**config.mk**
```make
export PLATFORM = sky130hd
export DESIGN_NAME = pulse_train_gen
export DESIGN_NICKNAME = d
export VERILOG_FILES = /design/src/rtl/pulse_gen_pkg.sv /design/src/rtl/pg_dur_counter.sv /design/src/rtl/pulse_train_gen.sv
export SDC_FILE = /design/constraint.sdc
export NUM_CORES = 1
export LEC_CHECK = 0
export BUFFER_PORTS_ARGS = -buffer_cell sky130_fd_sc_hd__clkbuf_2
export CAP_MARGIN = 0
export CORE_UTILIZATION = 62
export DETAILED_ROUTE_END_ITERATION = 12
export PLACE_DENSITY = 0.92
export SLEW_MARGIN = 20
export SYNTH_ARGS = -nofsm -noshare
export SYNTH_HDL_FRONTEND = slang
export SYNTH_SLANG_ARGS = --single-unit
```
**constraint.sdc**
```tcl
create_clock -name ref_clk -period 4.8 [get_ports ref_clk]
set_input_delay 0.24 -clock ref_clk [delete_from_list [all_inputs] [get_ports ref_clk]]
set_output_delay 0.24 -clock ref_clk [all_outputs]
set_load 0.01 [all_outputs]
```
**src/rtl/pulse_gen_pkg.sv**
```systemverilog
// Shared types and constants for the pulse train generator.
// Optional feature macro: SCALE_SHIFT_EN (length scaling by a captured left shift).
package pulse_gen_pkg;

   typedef enum logic [1:0] {PG_IDLE, PG_HIGH, PG_LOW} pg_state_t;

   localparam int SHIFT_W   = 3;
   localparam int MAX_SHIFT = 7;

endpackage

```
**src/rtl/pg_dur_counter.sv**
```systemverilog
// Duration counter: clr loads 1, inc advances by one, done when the count equals limit.
module pg_dur_counter #(
   parameter int CW = 8
) (
   input  logic          clk,
   input  logic          rst,
   input  logic          clr,
   input  logic          inc,
   input  logic [CW-1:0] limit,
   output logic          done,
   output logic [CW-1:0] cnt_o
);

   logic [CW-1:0] cnt_q, cnt_d;

   always_comb begin
      cnt_d = cnt_q;
      if (clr) begin
         cnt_d = CW'(1);
      end else if (inc) begin
         cnt_d = cnt_q + CW'(1);
      end
   end

   always_ff @(posedge clk) begin
      if (rst) begin
         cnt_q <= '0;
      end else begin
         cnt_q <= cnt_d;
      end
   end

   assign done  = (cnt_q == limit);
   assign cnt_o = cnt_q;

endmodule

```
**src/rtl/pulse_train_gen.sv**
```systemverilog
// Programmable square-wave source: cfg_hi cycles high, cfg_lo cycles low, repeating while en.
// Optional feature macro: SCALE_SHIFT_EN adds cfg_shift; effective lengths become len << shift.
module pulse_train_gen
   import pulse_gen_pkg::*;
#(
   parameter int W = 8
) (
   input  logic               ref_clk,
   input  logic               rst,
   input  logic               en,
   input  logic               cfg_valid,
   output logic               cfg_ready,
   input  logic [W-1:0]       cfg_hi,
   input  logic [W-1:0]       cfg_lo,
`ifdef SCALE_SHIFT_EN
   input  logic [SHIFT_W-1:0] cfg_shift,
`endif
   output logic               wave_out,
   output logic               period_tick,
   output logic               running,
   output logic               err_zero,
   output pg_state_t          dbg_state
);

`ifdef SCALE_SHIFT_EN
   localparam int CNT_W = W + MAX_SHIFT;
`else
   localparam int CNT_W = W;
`endif

   // Handshake: a config transfers on any edge where cfg_valid && cfg_ready (ready = slot empty).
   pg_state_t      state_q;
   logic           wave_q, tick_q, running_q, err_q;
   logic           pending_q, active_ok_q;
   logic [W-1:0]   pend_hi_q, pend_lo_q, act_hi_q, act_lo_q;
`ifdef SCALE_SHIFT_EN
   logic [SHIFT_W-1:0] pend_shift_q, act_shift_q;
`endif

   logic [CNT_W-1:0] eff_hi, eff_lo, limit, cnt;
   logic [CNT_W:0]   cnt_p1;
   logic             done, cnt_clr, cnt_inc;
   logic             hs, hs_zero, hs_ok, start_idle, restart, period_start;

   always_comb begin
`ifdef SCALE_SHIFT_EN
      eff_hi = CNT_W'(act_hi_q) << act_shift_q;
      eff_lo = CNT_W'(act_lo_q) << act_shift_q;
`else
      eff_hi = CNT_W'(act_hi_q);
      eff_lo = CNT_W'(act_lo_q);
`endif
      hs           = cfg_valid && !pending_q;
      hs_zero      = hs && ((cfg_hi == '0) || (cfg_lo == '0));
      hs_ok        = hs && !hs_zero;
      start_idle   = (state_q == PG_IDLE) && en && (active_ok_q || pending_q);
      restart      = (state_q == PG_LOW) && done && en;
      period_start = start_idle || restart;
      limit        = (state_q == PG_HIGH) ? eff_hi : eff_lo;
      cnt_clr      = period_start || ((state_q == PG_HIGH) && done);
      cnt_inc      = (state_q != PG_IDLE) && !done;
      cnt_p1       = {1'b0, cnt} + (CNT_W+1)'(1);
   end

   pg_dur_counter #(.CW(CNT_W)) u_cnt (
      .clk   (ref_clk),
      .rst   (rst),
      .clr   (cnt_clr),
      .inc   (cnt_inc),
      .limit (limit),
      .done  (done),
      .cnt_o (cnt)
   );

   always_ff @(posedge ref_clk) begin
      if (rst) begin
         state_q     <= PG_IDLE;
         wave_q      <= 1'b0;
         tick_q      <= 1'b0;
         running_q   <= 1'b0;
         err_q       <= 1'b0;
         pending_q   <= 1'b0;
         active_ok_q <= 1'b0;
         pend_hi_q   <= '0;
         pend_lo_q   <= '0;
         act_hi_q    <= '0;
         act_lo_q    <= '0;
`ifdef SCALE_SHIFT_EN
         pend_shift_q <= '0;
         act_shift_q  <= '0;
`endif
      end else begin
         err_q <= hs_zero;
         // Consume and capture are exclusive: a capture needs an empty slot, a consume a full one.
         if (period_start && pending_q) begin
            act_hi_q    <= pend_hi_q;
            act_lo_q    <= pend_lo_q;
`ifdef SCALE_SHIFT_EN
            act_shift_q <= pend_shift_q;
`endif
            active_ok_q <= 1'b1;
            pending_q   <= 1'b0;
         end else if (hs_ok) begin
            pend_hi_q    <= cfg_hi;
            pend_lo_q    <= cfg_lo;
`ifdef SCALE_SHIFT_EN
            pend_shift_q <= cfg_shift;
`endif
            pending_q    <= 1'b1;
         end

         // tick_q is predicted one edge early so it lands in the last LOW cycle.
         case (state_q)
            PG_IDLE: begin
               tick_q <= 1'b0;
               if (start_idle) begin
                  state_q   <= PG_HIGH;
                  wave_q    <= 1'b1;
                  running_q <= 1'b1;
               end
            end
            PG_HIGH: begin
               if (done) begin
                  state_q <= PG_LOW;
                  wave_q  <= 1'b0;
                  tick_q  <= (eff_lo == CNT_W'(1));
               end else begin
                  tick_q  <= 1'b0;
               end
            end
            PG_LOW: begin
               if (done) begin
                  tick_q    <= 1'b0;
                  state_q   <= en ? PG_HIGH : PG_IDLE;
                  wave_q    <= en;
                  running_q <= en;
               end else begin
                  tick_q    <= (cnt_p1 == {1'b0, eff_lo});
               end
            end
            default: begin
               state_q   <= PG_IDLE;
               wave_q    <= 1'b0;
               tick_q    <= 1'b0;
               running_q <= 1'b0;
            end
         endcase
      end
   end

   assign cfg_ready   = !pending_q;
   assign wave_out    = wave_q;
   assign period_tick = tick_q;
   assign running     = running_q;
   assign err_zero    = err_q;
   assign dbg_state   = state_q;

endmodule

```
# Word level (Yosys, flattened, before mapping)
# Index checks and enable logic that the tools add are counted.
word_totals:
  reg_bits: 48
  output_inout_bits: 7
op_classes:
  n_addsub: 2
  eq_ne: 8
  muxes: 16
  bitwise: 2
  n_reduce_logical: 27
op_table:
  columns: ["cell", "n"]
  rows:
  - ["$logic_not 8->1", 2]
  - ["$logic_and 1x1->1", 10]
  - ["$add 8x1->9 const B", 1]
  - ["$eq 9x8->1", 1]
  - ["$add 8x1->8 const B", 1]
  - ["$eq 8x1->1 const B", 1]
  - ["$eq 8x8->1", 1]
  - ["$mux 1", 8]
  - ["$mux 8", 1]
  - ["$mux 2", 3]
  - ["$ne 2x2->1 const B", 3]
  - ["$pmux 1 s3", 2]
  - ["$pmux 2 s3", 1]
  - ["$reduce_and 3->1", 2]
  - ["$logic_or 1x1->1", 4]
  - ["$reduce_bool 2->1", 2]
  - ["$reduce_or 2->1", 2]
  - ["$logic_not 1->1", 3]
  - ["$eq 2x1->1 const B", 1]
  - ["$eq 2x2->1 const B", 1]
  - ["$logic_not 2->1", 1]
  - ["$not 1->1", 2]
  - ["$pmux 1 s2", 1]
  - ["$reduce_and 2->1", 1]

# Longest topological paths before layout
# Gate-level depths: netlist of the first run.
logic_depth:
  ltp_word: 9
  mapped_depth: 11
  mapped_depth_nobuf: 8

# Hierarchy
# A second synthesis of the first run with hierarchy kept.
unflattened:
  cells_unflattened: 276
  area_unflattened_um2: 2372.3
modules_own_cells:
  columns: ["mod", "instances", "cells_per_inst", "area_per_inst_um2"]
  rows:
  - ["pulse_train_gen", 1, 225, 1931.9]
  - ["pg_dur_counter", 1, 51, 440.4]

# Least setup slack after synthesis of the first run
# No wires, ideal clock.
synth_path:
  path_type: "flip-flop to flip-flop"
  start: "register state_q[1] (netlist: dbg_state[1])"
  end: "register running_q (netlist: running)"
  arrival_time_ns: 2.397
  required_time_ns: 4.677
  slack_ns: 2.280
  path_stages_with_launch: 10
  path_buffers: 1
  synth_period_minus_slack_ns: 2.520
  path_cell_list: "dfxtp_1 -> inv_1 -> ha_1 -> buf_6 -> mux2i_1 -> xnor2_1 -> nor4_4 -> nand2_2 -> a221oi_2 -> mux2_1"
synth_via:
  elab_chain_cells: 5
synth_rtl:
  columns: ["element", "line", "source"]
  rows:
  - ["start: declaration", "pulse_train_gen.sv:32", "pg_state_t state_q;"]
  - ["start signal: assignment", "pulse_train_gen.sv:134", "state_q <= en ? PG_HIGH : PG_IDLE;"]
  - ["$eq 2x1->1 / $logic_not 2->1 (equally long branches)", "pulse_train_gen.sv:59, pulse_train_gen.sv:113, pulse_train_gen.sv:56", null]
  - ["$mux 8 / $logic_and 1x1->1 (equally long branches)", "pulse_train_gen.sv:59, pulse_train_gen.sv:56", null]
  - ["$eq 8x8->1 / $logic_and 1x1->1 (equally long branches)", "pg_dur_counter.sv:33, pulse_train_gen.sv:56", null]
  - ["$ne 2x2->1 (no line)", null, null]
  - ["$reduce_and 3->1 (no line)", null, null]
  - ["end signal: assignment", "pulse_train_gen.sv:136", "running_q <= en;"]
  - ["end: declaration", "pulse_train_gen.sv:33", "logic wave_q, tick_q, running_q, err_q;"]
# Parallel ways exist; a longest one is shown, timed or not.
# A chain may end at the register's enable or synchronous reset.

# Worst setup path after layout of the first run
# Ends and elaborated chain as after synthesis.

==> impl_metrics.csv, run 1 <==
group,metric,value,unit
floorplan,core,0.00372,sq mm
placement,dpl.hpwl,3470,um
placement,port_buffers,26,
logic_synthesis,synth_warnings,0,
logic_synthesis,synth_area_leaders,"dfxtp_1 (40%), mux2i_1 (18%), xnor2_1 (7.6%)",
clock_network,cts_tree,"yes",
cells_and_area,syn_to_final_growth,9.52,%
timing,period_minus_slack,2.95,ns
floorplan,initial_utilization,65.5,%
floorplan,die_w,64.6,um
cells_and_area,most-common-layout-cells,"dfxtp_1 (48), mux2i_1 (43), nor2_1 (42)",
grt,grt.total_usage,25.4,%
logic_synthesis,yosysTopAreaCellShare,39.5,%
setup_path,crit_path_max_fanout,12,
detailed_routing,drt-vias-per-instance,5.73,
grt,gr-total-overflow,0,
setup_path,crit_slowest_cell,"nor4_4",
timing,setup_violations,0,
cells_and_area,final_area,0.00266,sq mm
timing,slew_viol_final,0,
setup_path,reg2reg_to,"running",
setup_path,reg2reg_depth,8,
clock_network,postCtsSetupBuffers,0,
clock_network,root_buffer,"clkbuf_8",
detailed_routing,routed_wirelength,4770,um
detailed_routing,drt_iter0_markers,146,
pwr,pwr-share-clk,24.8,%
clock_network,clk_latency,0.31,ns
setup_path,path_cells,"inv_1, ha_1, mux2i_1, xnor2_1, nor4_4, nand2_2, a221oi_2, mux2_1",
pwr,combinationalPowerShare,29.7,%
setup_path,slowest_delay,0.57,ns
clock_network,cts_resized,0,
logic_synthesis,synth_cells,257,
logic_synthesis,syn_avg_cell_area,9.46,sq um
logic_synthesis,ys_types,38,
grt,grt_first_pass_wirelength,8080,um
pwr,pwr_density_cell,381,mW/mm^2
timing,fmax,339,MHz
clock_network,clock_sinks,48,
setup_path,path_class,"flop to flop",
logic_synthesis,synth_top_area_cell,"dfxtp_1",
detailed_routing,antenna_left,0,
timing,maxSlewHeadroom,45.1,%
clock_network,clk_pin_slew,0.09,ns
setup_path,worst_ep_arrival_time,3.15,ns
grt,grt_pass1_vias,1719,
logic_synthesis,synth-edff-count,0,
logic_synthesis,async_reset_ff_share,0,%
logic_synthesis,ys_ff_latch,48,
worst_hold_path,hold_class,"primary input to flop",
cells_and_area,drive_above_1_share,15.5,%
detailed_routing,vias,1861,
grt,grt_max_degree,46,
clock_network,cts_buffer_depth,2,
setup_path,ff2ff_setup_slack,1.85,ns
setup_path,worst_setup_path_start_kind,"flop",
detailed_routing,dr.pass1.iters,4,
worst_hold_path,holdCritStartpoint,"cfg_valid",
placement,place_ws,1.88,ns
pwr,p_int,0.677,mW
pwr,peakVddDrop,0.341,mV
clock_network,htreeDepth,2,
placement,dp.cells,317,
logic_synthesis,syn_area,0.00243,sq mm
placement,post_dp_cell_area,0.00256,sq mm
floorplan,fp.dieH,64.6,um
timing,finalClockSkew,0.00626,ns
timing,worst_pin_slew,0.824,ns
timing,setup_tns,0,ns
clock_network,cts_hold_buf,0,
timing,hold_viol_final,0,
pwr,pwr-share-seq,45.6,%
pwr,p_leak,1.17,nW
cells_and_area,mostFrequentLayoutCell,"dfxtp_1",
setup_path,crit_path_end_kind,"flop",
logic_synthesis,synth_flop_cell,"dfxtp_1",
pwr,switching_share,33.3,%
setup_path,cp.required,5.00,ns
logic_synthesis,ys_seq_area_share,39.5,%
clock_network,cts_made_buffers,5,
floorplan,row_count,22,
setup_path,r2r_start,"dbg_state[1]",
cells_and_area,antenna_cells,0,
status,status,"finished, final reports clean",
logic_synthesis,synth_nets,283,
pwr,switching_power,0.338,mW
cells_and_area,fin_nets,303,
pwr,p_total,1.02,mW
timing,rsz0062_at_grt,"no",
worst_hold_path,hold_end,"err_zero",
worst_hold_path,worstHoldPathCells,3,
detailed_routing,drc,0,
grt,antenna_found_initial,0,
timing,setup_slack,1.85,ns
placement,routabilityCongestion,0.869,
timing,fin_crit_sh,61.4,%
floorplan,die-area,0.00418,sq mm
job,cap_viol_max_count,0,
detailed_routing,wl_per_cell,14.7,um
floorplan,io_pins,27,
cells_and_area,stdcell_count,325,
## Yosys cell counts, drive strengths merged (2+ instances only)
library cell,count
xor2,3
mux2i,43
nand2b,2
nor2b,3
nor2,43
nand4,3
a2111oi,4
buf,4
nand3,4
a211oi,4
a21oi,10
o21ai,2
nor4,7
nor3,9
dfxtp,48
a31oi,2
ha,6
xnor2,21
nand2,5
clkbuf,11
a21o,2
mux2,4
inv,8
and3,2
## layout make-up
type / count / area (sq um)
clock inverter: 1 / 8.76
fill: 295 / 1050
sequential: 48 / 961
tap: 48 / 60.1
inverter: 8 / 30.0
clock buffer: 6 / 82.6
timing repair buffer: 28 / 149
multi-input combinational: 186 / 1370
## per-stage QoR
stage / util, % / hold WS (ns)
2_1_floorplan: - / 0.366
3_3_place_gp: 68.9 / 0.445
5_1_grt: 71.7 / 0.172
3_5_place_dp: 68.9 / 0.453
6_report: 71.7 / 0.162
4_1_cts: 71.4 / 0.155
## per-layer routing
metal	GRT usage [%]	vias to the layer above	share of wire, %
met5	0	-	0
met4	8.89	0	1.7
met3	7.22	11	4.0
met2	40.9	46	47
met1	32.4	868	47
li1	-	936	-
## kinds of logic after synthesis
kind of cell,synth area share [%]
buf+inv,4.32
fa+ha+maj,3.09
mux,19.5
flops,39.5
simple gates,17.2
xor+xnor,8.64
compound gates,7.72
## critical path: cells and delay by family (launching register included)
kind | cells | cell delay, ns
compound gates | 1 | 0.32
xor+xnor | 1 | 0.12
fa+ha+maj | 1 | 0.55
buf+inv | 1 | 0.11
flops | 1 | 0.36
mux | 2 | 0.64
simple gates | 2 | 0.73
## state kept, by name, summed over array words and instances (netlist names)
signal       flops
u_cnt.cnt_o      8
active_ok_q      1
dbg_state        2
pend_lo_q        8
pending_q        1
act_lo_q         8
err_zero         1
pend_hi_q        8
running          1
act_hi_q         8
period_tick      1
wave_out         1
## power by group through the flow
stage               combinational [mW]  clock, mW  sequential [mW]
floorplan                        0.241          0            0.467
global placement                 0.291          0            0.469
detailed placement               0.298          0            0.471
CTS                              0.300      0.255            0.462
global route                     0.336      0.274            0.467
finish                           0.301      0.252            0.462
## worst max-delay path by stage
stage	startpoint	to	slack, ns
6_report	dbg_state[1]	running	1.85
5_1_grt	dbg_state[1]	running	1.56
3_5_place_dp	dbg_state[1]	running	1.88
2_1_floorplan	dbg_state[1]	running	2.28
3_3_place_gp	dbg_state[1]	running	1.97
4_1_cts	dbg_state[1]	running	1.86
Note: power is estimated with default switching activity, not from simulation.
==> inputs of run 2 (changes only) <==
--- a/config.mk
+++ b/config.mk
@@ -7,9 +7,9 @@
 export LEC_CHECK = 0
 export BUFFER_PORTS_ARGS = -buffer_cell sky130_fd_sc_hd__clkbuf_2
 export CAP_MARGIN = 0
-export CORE_UTILIZATION = 62
+export CORE_UTILIZATION = 52
 export DETAILED_ROUTE_END_ITERATION = 12
-export PLACE_DENSITY = 0.92
+export PLACE_DENSITY = 0.83
 export SLEW_MARGIN = 20
 export SYNTH_ARGS = -nofsm -noshare
 export SYNTH_HDL_FRONTEND = slang
==> constraint.sdc (replaced) <==
create_clock -name ref_clk -period 2.7 [get_ports ref_clk]
set_input_delay 0.135 -clock ref_clk [delete_from_list [all_inputs] [get_ports ref_clk]]
set_output_delay 0.135 -clock ref_clk [all_outputs]
set_load 0.01 [all_outputs]
==> impl_metrics.csv, run 2 (synthesis gave the netlist of run 1 again) <==
group,metric,value,unit
placement,post_dp_cell_area,0.00262,sq mm
setup_path,path_class,"flop to flop",
timing,setup_violations,0,
timing,setup_tns,0,ns
placement,routabilityCongestion,0.880,
clock_network,clock_sinks,48,
timing,fin_crit_sh,96.2,%
clock_network,cts_made_buffers,5,
detailed_routing,wl_per_cell,15.5,um
timing,fin_hold_ws,0.0394,ns
placement,port_buffers,26,
setup_path,crit_path_end_kind,"flop",
pwr,p_leak,1.23,nW
detailed_routing,routed_wirelength,5230,um
clock_network,cts_tree,"yes",
cells_and_area,fill_cells,360,
floorplan,io_pins,27,
timing,setup_slack,0.103,ns
clock_network,clk_latency,0.31,ns
cells_and_area,antenna_cells,0,
pwr,peakVddDrop,0.429,mV
clock_network,clk_pin_slew,0.10,ns
setup_path,worst_setup_path_start_kind,"flop",
setup_path,path_cells,"inv_1, ha_2, mux2i_1, xnor2_1, nor4_4, nand2_2, a221oi_2, mux2_1",
grt,antenna_found_initial,0,
timing,maxSlewHeadroom,60.1,%
floorplan,fp.dieH,70.4,um
cells_and_area,syn_to_final_growth,14.0,%
grt,globalRouteMet2Util,34.7,%
worst_hold_path,hold_class,"primary input to flop",
floorplan,row_count,24,
detailed_routing,vias,1901,
timing,fmax,385,MHz
timing,rsz0062_at_grt,"no",
setup_path,crit_path_max_fanout,9,
timing,period_minus_slack,2.60,ns
cells_and_area,final_area,0.00277,sq mm
setup_path,crit_slowest_cell,"nor4_4",
timing,finalClockSkew,0.00865,ns
grt,grt_max_degree,45,
cells_and_area,final_util,62.8,%
pwr,pwr_density_cell,744,mW/mm^2
detailed_routing,antenna_left,0,
setup_path,slowest_delay,0.51,ns
cells_and_area,stdcell_count,338,
cells_and_area,fin_nets,311,
cells_and_area,most-common-layout-cells,"dfxtp_1 (48), mux2i_1 (43), nor2_1 (42)",
setup_path,r2r_start,"dbg_state[1]",
clock_network,root_buffer,"clkbuf_8",
setup_path,cpLargestDelayFamily,"simple AND/OR/NAND/NOR gates",
timing,hold_viol_final,0,
floorplan,die-area,0.00495,sq mm
floorplan,die_w,70.4,um
grt,gr-total-overflow,0,
cells_and_area,drive_above_1_share,18.5,%
detailed_routing,drt-vias-per-instance,5.62,
timing,slew_viol_final,0,
setup_path,worst_ep_arrival_time,2.81,ns
grt,grt_pass1_vias,1727,
grt,grt.total_usage,22.1,%
worst_hold_path,holdCritStartpoint,"cfg_valid",
detailed_routing,dr.pass1.iters,4,
floorplan,core,0.00441,sq mm
placement,place_ws,-0.0219,ns
placement,dp.cells,328,
setup_path,crit_buf_inv,1,
timing,worst_pin_slew,0.584,ns
clock_network,cts_buffer_depth,2,
clock_network,htreeDepth,2,
setup_path,cp.required,2.91,ns
cells_and_area,mostFrequentLayoutCell,"dfxtp_1",
grt,top_usage_layer,"met2",
setup_path,critPathLaunch,"dbg_state[1]",
cells_and_area,register_area,961,sq um
floorplan,initial_utilization,55.1,%
clock_network,cts_hold_buf,0,
cells_and_area,multi_input_area,0.00138,sq mm
detailed_routing,drc,0,
job,cap_viol_max_count,0,
pwr,p_total,2.06,mW
grt,gr-usage-met3,6.06,%
grt,grt_first_pass_wirelength,8540,um
grt,gr-usage-met1,30.0,%
detailed_routing,drt_iter0_markers,206,
placement,dpl.hpwl,3680,um
status,status,"finished, final reports clean",
==> run 2: layout make-up <==
type                            count  share of cell area (%)
Multi-Input combinational cell    186                    49.6
Sequential cell                    48                    34.6
Clock buffer                        5                    2.48
Timing Repair Buffer               36                    7.40
Clock inverter                      3                    2.48
Inverter                            8                    1.08
Tap cell                           52                    2.35
==> run 2: path summary, 6_finish.rpt <==
check / end / slack [ns] / depth (start not counted)
setup / recovery: running / 0.10 / 8
hold / removal: err_zero / 0.04 / 3
setup reg to reg: running / 0.10 / 8
hold reg to reg: active_ok_q / 0.47 / 2
==> run 2: power breakdown <==
part / internal, mW / total (mW) / switching, mW
clock: 0.373 / 0.636 / 0.263
sequential: 0.765 / 0.818 / 0.0525
combinational: 0.281 / 0.611 / 0.330
total: 1.42 / 2.06 / 0.646
==> run 2: layer usage <==
| metal | up-vias | part of all wire (%) |
|---|---|---|
| li1 | 953 | - |
| met1 | 893 | 46 |
| met4 | 0 | 0.80 |
| met2 | 51 | 48 |
| met5 | - | 0 |
| met3 | 4 | 5.0 |
==> run 2: what timing repair did <==
item | CTS | global route
endpoints found under the hold margin | 0 | 0
resized for setup | 1 | 0
pin swaps | 0 | 2
setup endpoints to repair | 1 | 1
buffers inserted | 0 | 2
==> run 2: worst register-to-register path, stage by stage, from the launching register on <==
cell and delay (ns):
dfxtp_1 0.32, inv_1 0.10, ha_2 0.35, mux2i_1 0.25, xnor2_1 0.12, nor4_4 0.51, nand2_2 0.16, a221oi_2 0.34
mux2_1 0.34
==> inputs of run 3 (changes only) <==
--- a/config.mk
+++ b/config.mk
@@ -5,11 +5,12 @@
 export SDC_FILE = /design/constraint.sdc
 export NUM_CORES = 1
 export LEC_CHECK = 0
-export BUFFER_PORTS_ARGS = -buffer_cell sky130_fd_sc_hd__clkbuf_2
+export ABC_AREA = 1
+export BUFFER_PORTS_ARGS = -buffer_cell sky130_fd_sc_hd__buf_4
 export CAP_MARGIN = 0
-export CORE_UTILIZATION = 52
+export CORE_UTILIZATION = 45
 export DETAILED_ROUTE_END_ITERATION = 12
-export PLACE_DENSITY = 0.83
+export PLACE_DENSITY = 0.74
 export SLEW_MARGIN = 20
 export SYNTH_ARGS = -nofsm -noshare
 export SYNTH_HDL_FRONTEND = slang
==> impl_metrics.csv, run 3 <==
group,metric,value,unit
timing,worst_pin_slew,0.462,ns
timing,setup_slack,0.375,ns
logic_synthesis,synth-edff-count,0,
logic_synthesis,syn_area,0.00256,sq mm
timing,fmax,430,MHz
clock_network,cts_resized,0,
cells_and_area,register_area,961,sq um
grt,grt_pass1_vias,2217,
logic_synthesis,synth_warnings,0,
timing,hold_viol_final,0,
cells_and_area,stdcell_count,487,
timing,maxSlewHeadroom,69.0,%
placement,post_dp_cell_area,0.00280,sq mm
clock_network,root_buffer,"clkbuf_8",
detailed_routing,drt_iter0_markers,157,
clock_network,cts_tree,"yes",
timing,setup_tns,0,ns
cells_and_area,drive_above_1_share,11.3,%
cells_and_area,final_util,52.7,%
cells_and_area,antenna_cells,0,
pwr,p_int,1.25,mW
clock_network,cts_made_buffers,5,
setup_path,worst_setup_path_start_kind,"flop",
floorplan,die-area,0.00600,sq mm
detailed_routing,drt-vias-per-instance,4.98,
cells_and_area,mostFrequentLayoutCell,"nand2_1",
logic_synthesis,synth_nets,417,
timing,slew_viol_final,0,
cells_and_area,most-common-layout-cells,"nand2_1 (110), dfxtp_1 (48), a21oi_1 (46)",
detailed_routing,wl_per_cell,11.2,um
logic_synthesis,ys_ff_latch,48,
clock_network,clock_sinks,48,
clock_network,cts_buffer_depth,2,
timing,period_minus_slack,2.33,ns
placement,port_buffers,26,
job,cap_viol_max_count,0,
setup_path,cp.required,2.92,ns
cells_and_area,fin_nets,440,
clock_network,htreeDepth,2,
logic_synthesis,ys_types,25,
pwr,peakVddDrop,0.433,mV
timing,fin_hold_ws,0.0378,ns
grt,grt_max_degree,36,
logic_synthesis,ys_seq_area_share,37.5,%
timing,finalClockSkew,0.00651,ns
placement,dp.cells,479,
pwr,pwr_density_cell,696,mW/mm^2
worst_hold_path,holdCritStartpoint,"rst",
logic_synthesis,yosysMostFrequentCell,"nand2_1",
setup_path,reg2reg_to,"act_hi_q[7]",
grt,gr-total-overflow,0,
floorplan,row_count,27,
placement,routabilityCongestion,0.850,
clock_network,clk_latency,0.31,ns
status,status,"finished, final reports clean",
logic_synthesis,synth_flop_cell,"dfxtp_1",
pwr,pwr-share-clk,23.8,%
floorplan,die_w,77.4,um
logic_synthesis,async_reset_ff_share,0,%
setup_path,worstSetupEndpoint,"act_hi_q[7]",
setup_path,r2r_start,"dbg_state[1]",
setup_path,path_class,"flop to flop",
floorplan,core,0.00551,sq mm
floorplan,io_pins,27,
timing,rsz0062_at_grt,"no",
pwr,p_leak,1.24,nW
logic_synthesis,yosysTopAreaCellShare,37.5,%
clock_network,cts_hold_buf,0,
logic_synthesis,syn_avg_cell_area,6.55,sq um
grt,grt.total_usage,20.1,%
timing,fin_crit_sh,86.1,%
pwr,pwr-share-seq,41.1,%
pwr,switching_share,38.2,%
pwr,switching_power,0.770,mW
setup_path,ff2ff_setup_slack,0.37,ns
setup_path,worst_ep_arrival_time,2.54,ns
timing,setup_violations,0,
pwr,combinationalPowerShare,35.1,%
worst_hold_path,hold_class,"primary input to flop",
logic_synthesis,synthTopCellsByCount,"nand2_1 (110), dfxtp_1 (48), a21oi_1 (46)",
detailed_routing,drc,0,
logic_synthesis,synth_top_area_cell,"dfxtp_1",
clock_network,clk_pin_slew,0.10,ns
cells_and_area,fill_cells,530,
cells_and_area,syn_to_final_growth,13.2,%
floorplan,fp.dieH,77.4,um
cells_and_area,final_area,0.00290,sq mm
setup_path,crit_path_max_fanout,13,
grt,antenna_found_initial,0,
detailed_routing,dr.pass1.iters,4,
setup_path,reg2reg_depth,15,
logic_synthesis,synth_cells,391,
detailed_routing,antenna_left,0,
setup_path,crit_path_end_kind,"flop",
floorplan,initial_utilization,46.5,%
grt,grt_first_pass_wirelength,9660,um
detailed_routing,vias,2426,
detailed_routing,routed_wirelength,5450,um
placement,dpl.hpwl,4100,um
cells_and_area,multi_input_area,0.00134,sq mm
placement,place_ws,0.251,ns
logic_synthesis,synth_area_leaders,"dfxtp_1 (38%), nand2_1 (16%), a21oi_1 (9.0%)",
pwr,p_total,2.02,mW
setup_path,critPathLaunch,"dbg_state[1]",
clock_network,postCtsSetupBuffers,0,
run 3: changes by cell type in the layout (fill, tap and decap cells not counted), moves of 22 or more:
cell      delta
nand2_1    +106
buf_4       +22
a21oi_1     +37
mux2i_1     -43
inv_1       +35
clkbuf_2    -26
nand3_1     +38
run 3: critical path: stages (launching register included):
cell     delay (ns)
dfxtp_1        0.41
inv_1          0.10
ha_2           0.26
inv_4          0.13
nand2_1        0.08
nand2_1        0.06
nand2_1        0.05
nand2_1        0.06
nand2_1        0.06
nor2_2         0.17
nand2_2        0.12
o21ai_4        0.28
buf_4          0.24
nand3_1        0.09
nand2_1        0.08
nor2_1         0.04
run 3: kinds of logic after synthesis:
group / synth area share (%)
adder cells (fa/ha/maj): 2.93
AND/OR/NAND/NOR: 34.5
buffers and inverters: 10.2
flip-flops: 37.5
AO/OA/AOI/OAI: 13.4
XOR/XNOR: 1.37
run 3: layer usage:
layer,wire (um),vias to the layer above,track usage (%)
li1,-,1309,-
met1,2670,1059,26.3
met2,2520,50,32.2
met3,189,8,4.59
met4,76,0,7.36
met5,0,-,0
run 3: final cells by class:
| cell class | count | share of cell area [%] |
|---|---|---|
| clock buffers | 6 | 2.85 |
| clock inverters | 2 | 0.604 |
| inverters | 44 | 5.78 |
| multi-input cells | 283 | 46.2 |
| flip-flops and latches | 48 | 33.1 |
| well taps | 72 | 3.11 |
| repair buffers | 32 | 8.28 |
run 3: worst min-delay path by stage:
stage	depth (start not counted)	to
2_1_floorplan	2	err_zero
3_3_place_gp	2	wave_out
3_5_place_dp	2	running
4_1_cts	2	wave_out
5_1_grt	2	wave_out
6_report	2	wave_out
run 3: power by group through the flow:
stage               combinational, mW  sequential [mW]  clock (mW)
floorplan                       0.549            0.841           0
global placement                0.686            0.842           0
detailed placement              0.698            0.845           0
CTS                             0.701            0.829       0.493
global route                    0.808            0.839       0.528
finish                          0.709            0.829       0.481
